## src/rtl/mini_src_control_unit.sv

```systemverilog
// Hardwired Moore control sequencer for the Mini-SRC datapath: fetch plus per-opcode execute steps.
// Optional single-step gating is enabled by defining STEP_MODE_EN (adds the step input and WAIT).
module mini_src_control_unit #(
  parameter int unsigned OPW = 5,
  parameter int unsigned IRW = 32
) (
  input  logic           Clock,
  input  logic           clear,
`ifdef STEP_MODE_EN
  input  logic           step,
`endif
  input  logic [IRW-1:0] ir,
  input  logic           con_ff,
  input  logic           stop,
  output logic           PCout,
  output logic           Zlowout,
  output logic           Zhighout,
  output logic           MDRout,
  output logic           MARin,
  output logic           Zin,
  output logic           PCin,
  output logic           MDRin,
  output logic           IRin,
  output logic           Yin,
  output logic           LOin,
  output logic           HIin,
  output logic           IncPC,
  output logic           Read,
  output logic           Write,
  output logic           GRA,
  output logic           GRB,
  output logic           GRC,
  output logic           Rin,
  output logic           Rout,
  output logic           BAout,
  output logic           Cout,
  output logic           InportOut,
  output logic           OutportIn,
  output logic           CONin,
  output logic [4:0]     alu_op,
  output logic           run,
  output logic           instr_done
);

  typedef enum logic [3:0] {
    StReset, StT0, StT1, StT2, StT3, StT4, StT5, StT6, StT7, StHalt, StWait
  } state_e;

  localparam logic [OPW-1:0] OpLd   = 5'b00000;
  localparam logic [OPW-1:0] OpLdi  = 5'b00001;
  localparam logic [OPW-1:0] OpSt   = 5'b00010;
  localparam logic [OPW-1:0] OpAdd  = 5'b00011;
  localparam logic [OPW-1:0] OpOr   = 5'b00110;
  localparam logic [OPW-1:0] OpAddi = 5'b01100;
  localparam logic [OPW-1:0] OpAndi = 5'b01101;
  localparam logic [OPW-1:0] OpOri  = 5'b01110;
  localparam logic [OPW-1:0] OpBr   = 5'b10010;
  localparam logic [OPW-1:0] OpJr   = 5'b10011;
  localparam logic [OPW-1:0] OpIn   = 5'b10101;
  localparam logic [OPW-1:0] OpOut  = 5'b10110;
  localparam logic [OPW-1:0] OpHalt = 5'b11011;

  state_e state_q, state_d;
  logic [OPW-1:0] opcode;
  logic is_mem, is_rtype, is_imm;
  logic [4:0] imm_alu;
  logic unused_ir;

  assign opcode    = ir[IRW-1 -: OPW];
  assign unused_ir = ^ir[IRW-OPW-1:0];
  assign is_mem    = (opcode == OpLd) || (opcode == OpLdi) || (opcode == OpSt);
  // add, sub, and, or occupy a contiguous opcode range and pass straight through as alu_op
  assign is_rtype  = (opcode >= OpAdd) && (opcode <= OpOr);
  assign is_imm    = (opcode == OpAddi) || (opcode == OpAndi) || (opcode == OpOri);
  assign imm_alu   = (opcode == OpAddi) ? 5'b00011 : (opcode == OpAndi) ? 5'b00101 : 5'b00110;

  always_ff @(posedge Clock or negedge clear) begin
    if (!clear) state_q <= StReset;
    else        state_q <= state_d;
  end

  always_comb begin
    {PCout, Zlowout, Zhighout, MDRout, MARin, Zin, PCin, MDRin, IRin, Yin, LOin, HIin, IncPC,
     Read, Write, GRA, GRB, GRC, Rin, Rout, BAout, Cout, InportOut, OutportIn, CONin} = '0;
    alu_op     = '0;
    run        = 1'b0;
    instr_done = 1'b0;
    state_d    = state_q;
    unique case (state_q)
`ifdef STEP_MODE_EN
      StReset: state_d = StWait;
`else
      StReset: state_d = StT0;
`endif
      StT0: begin
        run = 1'b1; PCout = 1'b1; MARin = 1'b1; IncPC = 1'b1; Zin = 1'b1;
        state_d = StT1;
      end
      StT1: begin
        run = 1'b1; Zlowout = 1'b1; PCin = 1'b1; Read = 1'b1; MDRin = 1'b1;
        state_d = StT2;
      end
      StT2: begin
        run = 1'b1; MDRout = 1'b1; IRin = 1'b1;
        state_d = StT3;
      end
      StT3: begin
        run = 1'b1;
        state_d = StT4;
        if (is_mem) begin
          GRB = 1'b1; BAout = 1'b1; Yin = 1'b1;
        end else if (is_rtype || is_imm) begin
          GRB = 1'b1; Rout = 1'b1; Yin = 1'b1;
        end else if (opcode == OpBr) begin
          GRA = 1'b1; Rout = 1'b1; CONin = 1'b1;
        end else if (opcode == OpJr) begin
          GRA = 1'b1; Rout = 1'b1; PCin = 1'b1; instr_done = 1'b1;
        end else if (opcode == OpIn) begin
          InportOut = 1'b1; GRA = 1'b1; Rin = 1'b1; instr_done = 1'b1;
        end else if (opcode == OpOut) begin
          GRA = 1'b1; Rout = 1'b1; OutportIn = 1'b1; instr_done = 1'b1;
        end else if (opcode == OpHalt) begin
          state_d = StHalt;
        end else begin
          instr_done = 1'b1;
        end
      end
      StT4: begin
        run = 1'b1;
        state_d = StT5;
        if (is_mem) begin
          Cout = 1'b1; alu_op = 5'b00011; Zin = 1'b1;
        end else if (is_rtype) begin
          GRC = 1'b1; Rout = 1'b1; alu_op = opcode; Zin = 1'b1;
        end else if (is_imm) begin
          Cout = 1'b1; alu_op = imm_alu; Zin = 1'b1;
        end else if (opcode == OpBr) begin
          PCout = 1'b1; Yin = 1'b1;
        end else begin
          state_d = StT0;
        end
      end
      StT5: begin
        run = 1'b1;
        state_d = StT6;
        if (opcode == OpLd || opcode == OpSt) begin
          Zlowout = 1'b1; MARin = 1'b1;
        end else if (opcode == OpLdi || is_rtype || is_imm) begin
          Zlowout = 1'b1; GRA = 1'b1; Rin = 1'b1; instr_done = 1'b1;
        end else if (opcode == OpBr) begin
          Cout = 1'b1; alu_op = 5'b00011; Zin = 1'b1;
        end else begin
          state_d = StT0;
        end
      end
      StT6: begin
        run = 1'b1;
        state_d = StT7;
        if (opcode == OpLd) begin
          Read = 1'b1; MDRin = 1'b1;
        end else if (opcode == OpSt) begin
          GRA = 1'b1; Rout = 1'b1; MDRin = 1'b1;
        end else if (opcode == OpBr) begin
          Zlowout = 1'b1; PCin = con_ff; instr_done = 1'b1;
        end else begin
          state_d = StT0;
        end
      end
      StT7: begin
        run = 1'b1;
        state_d = StT0;
        if (opcode == OpLd) begin
          MDRout = 1'b1; GRA = 1'b1; Rin = 1'b1; instr_done = 1'b1;
        end else if (opcode == OpSt) begin
          Write = 1'b1; instr_done = 1'b1;
        end
      end
      StHalt: state_d = StHalt;
      StWait: begin
`ifdef STEP_MODE_EN
        run = 1'b1;
        if (stop)      state_d = StHalt;
        else if (step) state_d = StT0;
`else
        state_d = StT0;
`endif
      end
      default: state_d = StReset;
    endcase
    // stop is only looked at on the instruction boundary so a running instruction always completes
    if (instr_done) begin
`ifdef STEP_MODE_EN
      state_d = stop ? StHalt : StWait;
`else
      state_d = stop ? StHalt : StT0;
`endif
    end
  end

endmodule

```

## config.mk

```make
export PLATFORM = sky130hd
export DESIGN_NAME = mini_src_control_unit
export DESIGN_NICKNAME = d
export VERILOG_FILES = /design/src/rtl/mini_src_control_unit.sv
export SDC_FILE = /design/constraint.sdc
export NUM_CORES = 1
export LEC_CHECK = 0
export ABC_AREA = 1
export CAP_MARGIN = 5
export CORE_MARGIN = 2
export CORE_UTILIZATION = 59
export CTS_BUF_LIST = sky130_fd_sc_hd__clkbuf_8
export DETAILED_ROUTE_END_ITERATION = 16
export DONT_BUFFER_PORTS = 1
export MAX_ROUTING_LAYER = met4
export PLACE_DENSITY = 0.79
export SYNTH_ARGS = -nofsm -noshare
export SYNTH_HDL_FRONTEND = slang
export SYNTH_SLANG_ARGS = --single-unit
```

## constraint.sdc

```tcl
create_clock -name Clock -period 1.16 [get_ports Clock]
set_input_delay 0.174 -clock Clock [delete_from_list [all_inputs] [get_ports Clock]]
set_output_delay 0.174 -clock Clock [all_outputs]
set_load 0.02 [all_outputs]
```

==> results of run 1 <==
## metrics by stage
stage                     instances  cell area [µm²]  hold WS, ns  utilization  worst slack [ns]
after floorplan                 164             1080      -0.1216            -           -0.1783
after global placement          214             1355      -0.1215       0.9209           -0.1927
after detailed placement        214             1355      -0.1215       0.9209           -0.3238
## Yosys cell counts (2+ instances only)
cell type / n
nand2_1: 35
nor2_1: 24
inv_1: 20
nand3_1: 16
nand2_2: 10
nor2_2: 7
buf_4: 6
inv_2: 6
nand3_2: 6
dfrtp_1: 4
o21ai_0: 4
o22ai_1: 4
o21ai_1: 3
a21oi_1: 2
nand4_1: 2
nor2_4: 2
o211ai_1: 2
## logic make-up after synthesis
| kind of cell | share of synthesized area |
|---|---|
| buffers and inverters | 0.1583 |
| and+or+nand+nor | 0.6056 |
| AOI/OAI and AO/OA | 0.1208 |
| DFF | 0.1111 |
| other | 0.004163 |
==> flow_metrics.py, run 1 <==
metrics = {
    "floorplanning": {
        "start_util": 0.6122,
        "die_y_um": 43.08,
        "die_w_um": 43.08,
        "std_cell_rows": 14,
        "io_pins": 68,
    },
    "logic_synthesis": {
        "synth_top_cell_area_share": 0.1458,
        "yosysWarnings": 0,
        "ys_seq_area_frac": 0.1111,
        "yosys.area.top_type": "nand2_1",
        "synth_area_um2": 900.9,
        "synth-edff-count": 0,
        "synthCells": 160,
        "ys_types": 24,
        "synth.top_cells.by_area": "nand2_1 15%, dfrtp_1 11%, nor2_1 10%, nand3_1 8.9%, inv_1 8.3%",
        "async_reset_ff_frac": 1.000,
        "ys.flop_type": "dfrtp_1",
        "ys_seq_elements": 4,
        "syn_area_per_cell_um2": 5.630,
    },
    "clocking": {
        "cts-root-buf": "clkbuf_8",
        "postCtsSetupRepairBufs": 16,
        "cts.hold.buffers_added": 1,
        "clk_path_buf_depth": 2,
        "post_cts_resized": 68,
        "cts_num_sinks": 4,
        "cts_max_level": 1,
        "numCtsBuffers": 3,
    },
    "outcome": {
        "lastStage": "4_1_cts",
        "firstError": "[ERROR DPL-0038] Utilization greater than 100%, impossible to legalize",
        "status": "did not finish",
    },
    "placement": {
        "io_buffers": 0,
        "dpl.hpwl_mm": 2.848,
        "globalplace.congestion": 0.9576,
    },
}
==> run 2, diff against run 1 <==
==> config.mk (replaced) <==
export PLATFORM = sky130hd
export DESIGN_NAME = mini_src_control_unit
export DESIGN_NICKNAME = d
export VERILOG_FILES = /design/src/rtl/mini_src_control_unit.sv
export SDC_FILE = /design/constraint.sdc
export NUM_CORES = 1
export LEC_CHECK = 0
export ABC_AREA = 1
export CAP_MARGIN = 5
export CORE_AREA = 2 2 63 65
export DETAILED_ROUTE_END_ITERATION = 16
export DIE_AREA = 0 0 65 67
export DONT_BUFFER_PORTS = 1
export PLACE_DENSITY_LB_ADDON = 0.15
export SYNTH_ARGS = -nofsm -noshare
export SYNTH_HDL_FRONTEND = slang
export SYNTH_SLANG_ARGS = --single-unit
==> constraint.sdc (replaced) <==
create_clock -name Clock -period 1.51 [get_ports Clock]
set_input_delay 0.2265 -clock Clock [delete_from_list [all_inputs] [get_ports Clock]]
set_output_delay 0.2265 -clock Clock [all_outputs]
set_load 0.02 [all_outputs]
==> run 2 against run 1 <==
Against the previous run: the flow now finishes, with violations (setup timing); synthesized cell count unchanged; area after synthesis unchanged.
==> flow_metrics.py, run 2 <==
metrics = {
    "timing": {
        "setup_viol": 22,
        "rsz0062_at_grt": "yes",
        "skew_ns": 0.003296,
        "post-route-period-util": 1.138,
        "drv_slew": 0,
        "layout_min_cycle_time_ns": 1.719,
        "setup_ws_ns": -0.2087,
        "hold_ws_ns": 0.1389,
        "tns_ns": -2.375,
        "fmax_mhz": 581.8,
        "finalHoldViolations": 0,
    },
    "min_path": {
        "hold_class": "in -> reg",
    },
    "floorplanning": {
        "die_area_um2": 4355,
        "core_um2": 3606,
        "start_util": 0.2498,
        "die_w_um": 65,
        "die_y_um": 67,
        "io_pins": 68,
        "std_cell_rows": 22,
    },
    "setup_path": {
        "arrival_ns": 1.49,
        "path_class": "reg -> out",
        "worstPathRequired_ns": 1.28,
        "end_kind": "output port",
        "start_kind": "flip-flop",
        "critPathMaxFanout": 5,
    },
    "detailed_routing": {
        "drt-initial-drc-count": 38,
        "viasPerCell": 4.695,
        "drt_first_pass_iters": 4,
        "drc_errors": 0,
        "top_layer": "met4",
        "wl_per_cell_um": 12.82,
        "wl_met1_mm": 1.375,
        "wl_mm": 3.153,
        "wl_met2_mm": 1.567,
        "wl_met3_um": 199,
        "vias": 1155,
        "drtAntennaViolNets": 0,
    },
    "pwr": {
        "pwr_density_cell_nw_per_um2": 1232,
        "p_sw_frac": 0.5288,
        "power_switching_mw": 0.9754,
        "total_leakage_power_nw": 0.7913,
        "combPwrFrac": 0.765,
        "share_clk_of_total_power": 0.119,
        "ir_drop_mv": 0.3414,
        "seq_power_share": 0.116,
        "p_int_mw": 0.8690,
    },
    "logic_synthesis": {
        "synthCells": 160,
        "yosys.area.top_type": "nand2_1",
        "synth.most_common_cell": "nand2_1",
        "synth_common_cells": "35 x nand2_1, 24 x nor2_1, 20 x inv_1, 16 x nand3_1, 10 x nand2_2",
        "synth-edff-count": 0,
        "ys_seq_area_frac": 0.1111,
        "async_reset_ff_frac": 1.000,
        "ys_types": 24,
        "ys_seq_elements": 4,
        "synth.top_cells.by_area": "nand2_1 15%, dfrtp_1 11%, nor2_1 10%, nand3_1 8.9%, inv_1 8.3%",
        "synth_area_um2": 900.9,
        "yosysWarnings": 0,
        "syn_area_per_cell_um2": 5.630,
        "synth_top_cell_area_share": 0.1458,
        "ys.flop_type": "dfrtp_1",
    },
    "global_route": {
        "overflow": 0,
        "grt_pass1_vias": 1110,
        "grt_start_max_net_pins": 11,
        "grt_first_pass_wirelength_mm": 4.871,
        "antenna_found_initial": 0,
        "grt_use_total": 0.1422,
    },
    "clocking": {
        "clk_path_buf_depth": 2,
        "cts-root-buf": "clkbuf_8",
        "clock_latency_ns": 0.21,
        "clkTransAtPathRegs_ns": 0.03,
        "cts_num_sinks": 4,
        "cts_max_level": 1,
        "cts_tree": "built",
        "numCtsBuffers": 3,
    },
    "finish": {
        "antenna_cells": 0,
        "largest_reg_flops": 4,
        "syn2layout_area_growth_pct": 66.11,
        "drive_above_1_share": 0.5758,
        "final_cell_mix": "28 x buf_4, 21 x nand2_1, 17 x nand2_2",
        "fin_nets": 236,
        "utilization": 0.4150,
        "top_register": "state_q",
        "finalInstanceArea_um2": 1496,
        "layout_commonest_cell": "buf_4",
        "largest_registers": "state_q (4)",
    },
    "placement": {
        "dpl.hpwl_mm": 2.478,
        "place_area_um2": 1131,
        "io_buffers": 0,
        "globalplace.congestion": 0.8267,
    },
    "outcome": {
        "status": "finished with violations",
        "violations": "setup timing",
    },
    "job": {
        "maxCapViolations": 0,
    },
}
==> run 2: power groups by stage <==
stage,logic (mW),registers [mW],clock network (mW)
floorplan,0.769,0.184,0
finish,1.41,0.214,0.220
detailed placement,1.08,0.194,0
CTS,1.23,0.200,0.226
global placement,1.08,0.196,0
global route,1.53,0.226,0.231
==> run 2: cells by family after synthesis <==
| logic type | synth area share |
|---|---|
| AOI/OAI and AO/OA | 0.1208 |
| DFF | 0.1111 |
| buffers and inverters | 0.1583 |
| other | 0.004163 |
| and+or+nand+nor | 0.6056 |
==> run 2: final cells by class <==
| type | instances | area (µm²) |
|---|---|---|
| inverter | 26 | 100.1 |
| timing repair buffer | 37 | 310.3 |
| sequential | 4 | 101.3 |
| clock buffer | 3 | 41.29 |
| tap | 48 | 60.06 |
| multi-input combinational | 128 | 883.3 |
| fill | 409 | 2110 |
==> run 2: path summary, 6_finish.rpt <==
kind	cells past startpoint	slack (ns)	startpoint	end
setup / recovery	6	-0.21	state_q[2]$_DFF_PN0_	Zin
hold / removal	2	0.14	stop	state_q[3]$_DFF_PN0_
setup reg to reg	9	0.03	state_q[3]$_DFF_PN0_	state_q[2]$_DFF_PN0_
hold reg to reg	5	0.87	state_q[2]$_DFF_PN0_	state_q[3]$_DFF_PN0_
max in group asynchronous	1	1.03	clear	state_q[1]$_DFF_PN0_
min in group asynchronous	1	0.29	clear	state_q[0]$_DFF_PN0_
==> run 2: repair_timing <==
action | CTS | global route
endpoints found under the hold margin | 4 | 0
buffers inserted | 5 | 6
pin swaps | 7 | 12
hold buffers | 1 | 0
resized for setup | 24 | 42
setup endpoints to repair | 23 | 30
==> run 2: layer usage <==
layer	GRT usage	vias to the layer above
met1	0.1808	539
met5	0	-
met3	0.02365	2
met4	0.03191	0
met2	0.2500	35
li1	-	579
==> run 2: stage by stage <==
step                      power [mW]  setup WS, ns  cells
after global placement         1.274       0.04045    231
after CTS                      1.652       -0.1688    240
after floorplan               0.9535      -0.01152    164
final                          1.844       -0.2087    246
after detailed placement       1.277       0.02794    231
after global routing           1.987       -0.2704    246
==> run 2: critical path, stage by stage (launching register included) <==
cell and delay, ns:
dfrtp_1 0.43, nand2_4 0.14, nor2_1 0.06, buf_4 0.14, buf_4 0.14, nand2_4 0.10
nand4_1 0.26
Power figures use the tool's default switching activity.
==> run 3, diff against run 2 <==
--- a/config.mk
+++ b/config.mk
@@ -15,3 +15,4 @@
 export SYNTH_ARGS = -nofsm -noshare
 export SYNTH_HDL_FRONTEND = slang
 export SYNTH_SLANG_ARGS = --single-unit
+export TNS_END_PERCENT = 50
==> run 3 against run 2 <==
Against the previous run: the run still ends with setup timing left; register-to-register slack better by 0.03 ns; core utilization is 2.4 points lower; routed wire length is 2.7% lower; power is 3.9% lower; via count is 0.87% lower; flip-flop and latch count stayed put.
==> flow_metrics.py, run 3 (synthesis gave the netlist of run 2 again) <==
metrics = {
    "outcome": {
        "status": "finished with violations",
        "violations": "setup timing",
    },
    "pwr": {
        "seq_power_share": 0.124,
        "p_sw_frac": 0.5326,
        "power_switching_mw": 0.9438,
        "total_leakage_power_nw": 0.7554,
        "pwr_density_cell_nw_per_um2": 1258,
        "p_int_mw": 0.8284,
        "ir_drop_mv": 0.3568,
        "combPwrFrac": 0.752,
        "share_clk_of_total_power": 0.125,
    },
    "job": {
        "maxCapViolations": 0,
    },
    "finish": {
        "final_cell_mix": "29 x buf_4, 23 x nand2_1, 18 x nand2_2",
        "fin_nets": 234,
        "syn2layout_area_growth_pct": 56.39,
        "layout_commonest_cell": "buf_4",
        "antenna_cells": 0,
        "utilization": 0.3907,
        "largest_reg_flops": 4,
        "drive_above_1_share": 0.5408,
        "largest_registers": "state_q (4)",
        "top_register": "state_q",
        "num-fill-cells": 425,
    },
    "timing": {
        "tns_ns": -1.953,
        "finalHoldViolations": 0,
        "drv_slew": 0,
        "post-route-period-util": 1.121,
        "rsz0062_at_grt": "yes",
        "setup_ws_ns": -0.1834,
        "hold_ws_ns": 0.1392,
        "skew_ns": 0.003687,
        "fmax_mhz": 590.5,
        "layout_min_cycle_time_ns": 1.693,
        "setup_viol": 21,
    },
    "setup_path": {
        "path_cells": "inv_2 -> nand2_4 -> nor2_1 -> buf_4 -> nand2_2 -> o21a_1 -> buf_4 -> nand3_4",
        "arrival_ns": 1.47,
        "cpLargestDelayFamily": "buffers and inverters",
        "path_buf_inv": 3,
        "cp_slowest_stage_delay_ns": 0.38,
        "cp-startpoint": "state_q[3]$_DFF_PN0_",
        "end_kind": "output port",
        "critPathMaxFanout": 5,
        "cp_common_cell": "buf_4",
        "worstPathRequired_ns": 1.28,
        "path_class": "reg -> out",
        "cp_slowest_cell": "dfrtp_1",
        "reg2reg_from": "state_q[3]$_DFF_PN0_",
        "start_kind": "flip-flop",
    },
    "global_route": {
        "grt_first_pass_wirelength_mm": 4.774,
        "grt_start_max_net_pins": 11,
        "grt_use_total": 0.1397,
        "antenna_found_initial": 0,
        "overflow": 0,
        "grt_pass1_vias": 1088,
    },
    "floorplanning": {
        "core_um2": 3606,
        "start_util": 0.2498,
        "die_area_um2": 4355,
        "die_y_um": 67,
        "std_cell_rows": 22,
        "die_w_um": 65,
        "io_pins": 68,
    },
    "detailed_routing": {
        "vias": 1145,
        "wl_per_cell_um": 12.57,
        "drt_first_pass_iters": 4,
        "drc_errors": 0,
        "drtAntennaViolNets": 0,
        "wl_mm": 3.068,
        "viasPerCell": 4.693,
        "drt-initial-drc-count": 43,
    },
    "clocking": {
        "cts_max_level": 1,
        "cts-root-buf": "clkbuf_8",
        "clock_latency_ns": 0.21,
        "numCtsBuffers": 3,
        "cts_tree": "built",
        "cts_num_sinks": 4,
        "clkTransAtPathRegs_ns": 0.03,
        "clk_path_buf_depth": 2,
    },
    "min_path": {
        "hold_class": "in -> reg",
        "min_from": "stop",
    },
    "placement": {
        "globalplace.congestion": 0.8267,
        "dpl.hpwl_mm": 2.478,
        "io_buffers": 0,
    },
}
==> run 3: cell types whose count changed in the layout (fill, tap and decap cells not counted), sizes merged <==
cell / delta
buf: -2
==> run 3: what timing repair did <==
action | 4_1_cts | 5_1_grt
hold buffers | 1 | 0
hold endpoints to repair | 4 | 0
pin swaps | 7 | 11
buffers inserted | 3 | 6
gates resized for setup | 22 | 28
setup endpoints to repair | 23 | 30
==> run 3: layer usage <==
metal	up-vias	routed length, µm	global-route usage
met1	535	1404	0.1808
met2	31	1465	0.2410
met5	-	0	0
li1	577	-	-
met4	0	11	0.03191
met3	2	186	0.02365
==> run 3: power groups by stage <==
| stage | clock, mW | sequential, mW | combinational, mW |
|---|---|---|---|
| 6_report | 0.221 | 0.219 | 1.33 |
| 5_1_grt | 0.231 | 0.228 | 1.45 |
| 2_1_floorplan | 0 | 0.184 | 0.769 |
| 3_5_place_dp | 0 | 0.194 | 1.08 |
| 3_3_place_gp | 0 | 0.196 | 1.08 |
| 4_1_cts | 0.226 | 0.200 | 1.19 |
==> run 3: per-stage QoR <==
step	std cells	total power, mW	setup slack [ns]	area (µm²)
4_1_cts	238	1.612	-0.1688	1264
2_1_floorplan	164	0.9535	-0.01152	928.4
3_5_place_dp	231	1.277	0.02794	1131
5_1_grt	244	1.910	-0.2627	1409
6_report	244	1.772	-0.1834	1409
3_3_place_gp	231	1.274	0.04045	1131
==> run 3: layout make-up <==
type                            instances  area, µm²  area share
Sequential cell                         4      101.3     0.07194
Multi-Input combinational cell        128      822.0      0.5835
Tap cell                               48      60.06     0.04263
Inverter                               26      100.1     0.07105
Timing Repair Buffer                   35      284.0      0.2016
Clock buffer                            3      41.29     0.02931
==> run 3: worst reg2reg max path, cell delays in order (launching register included) <==
cell and delay [ns]:
dfrtp_1 0.38, inv_2 0.11, nand2_4 0.09, nor2_4 0.19, buf_6 0.14, nand4_1 0.12, nor2_2 0.16, nor2_4 0.06
nand2_1 0.06, inv_1 0.04
==> run 3: path summary, 6_finish.rpt <==
kind	endpoint	slack (ns)	depth (start not counted)
max	GRA	-0.18	8
min	state_q[3]$_DFF_PN0_	0.14	2
max reg2reg	state_q[2]$_DFF_PN0_	0.06	9
min reg2reg	state_q[0]$_DFF_PN0_	0.85	5
max in group asynchronous	state_q[1]$_DFF_PN0_	1.02	1
min in group asynchronous	state_q[0]$_DFF_PN0_	0.29	1
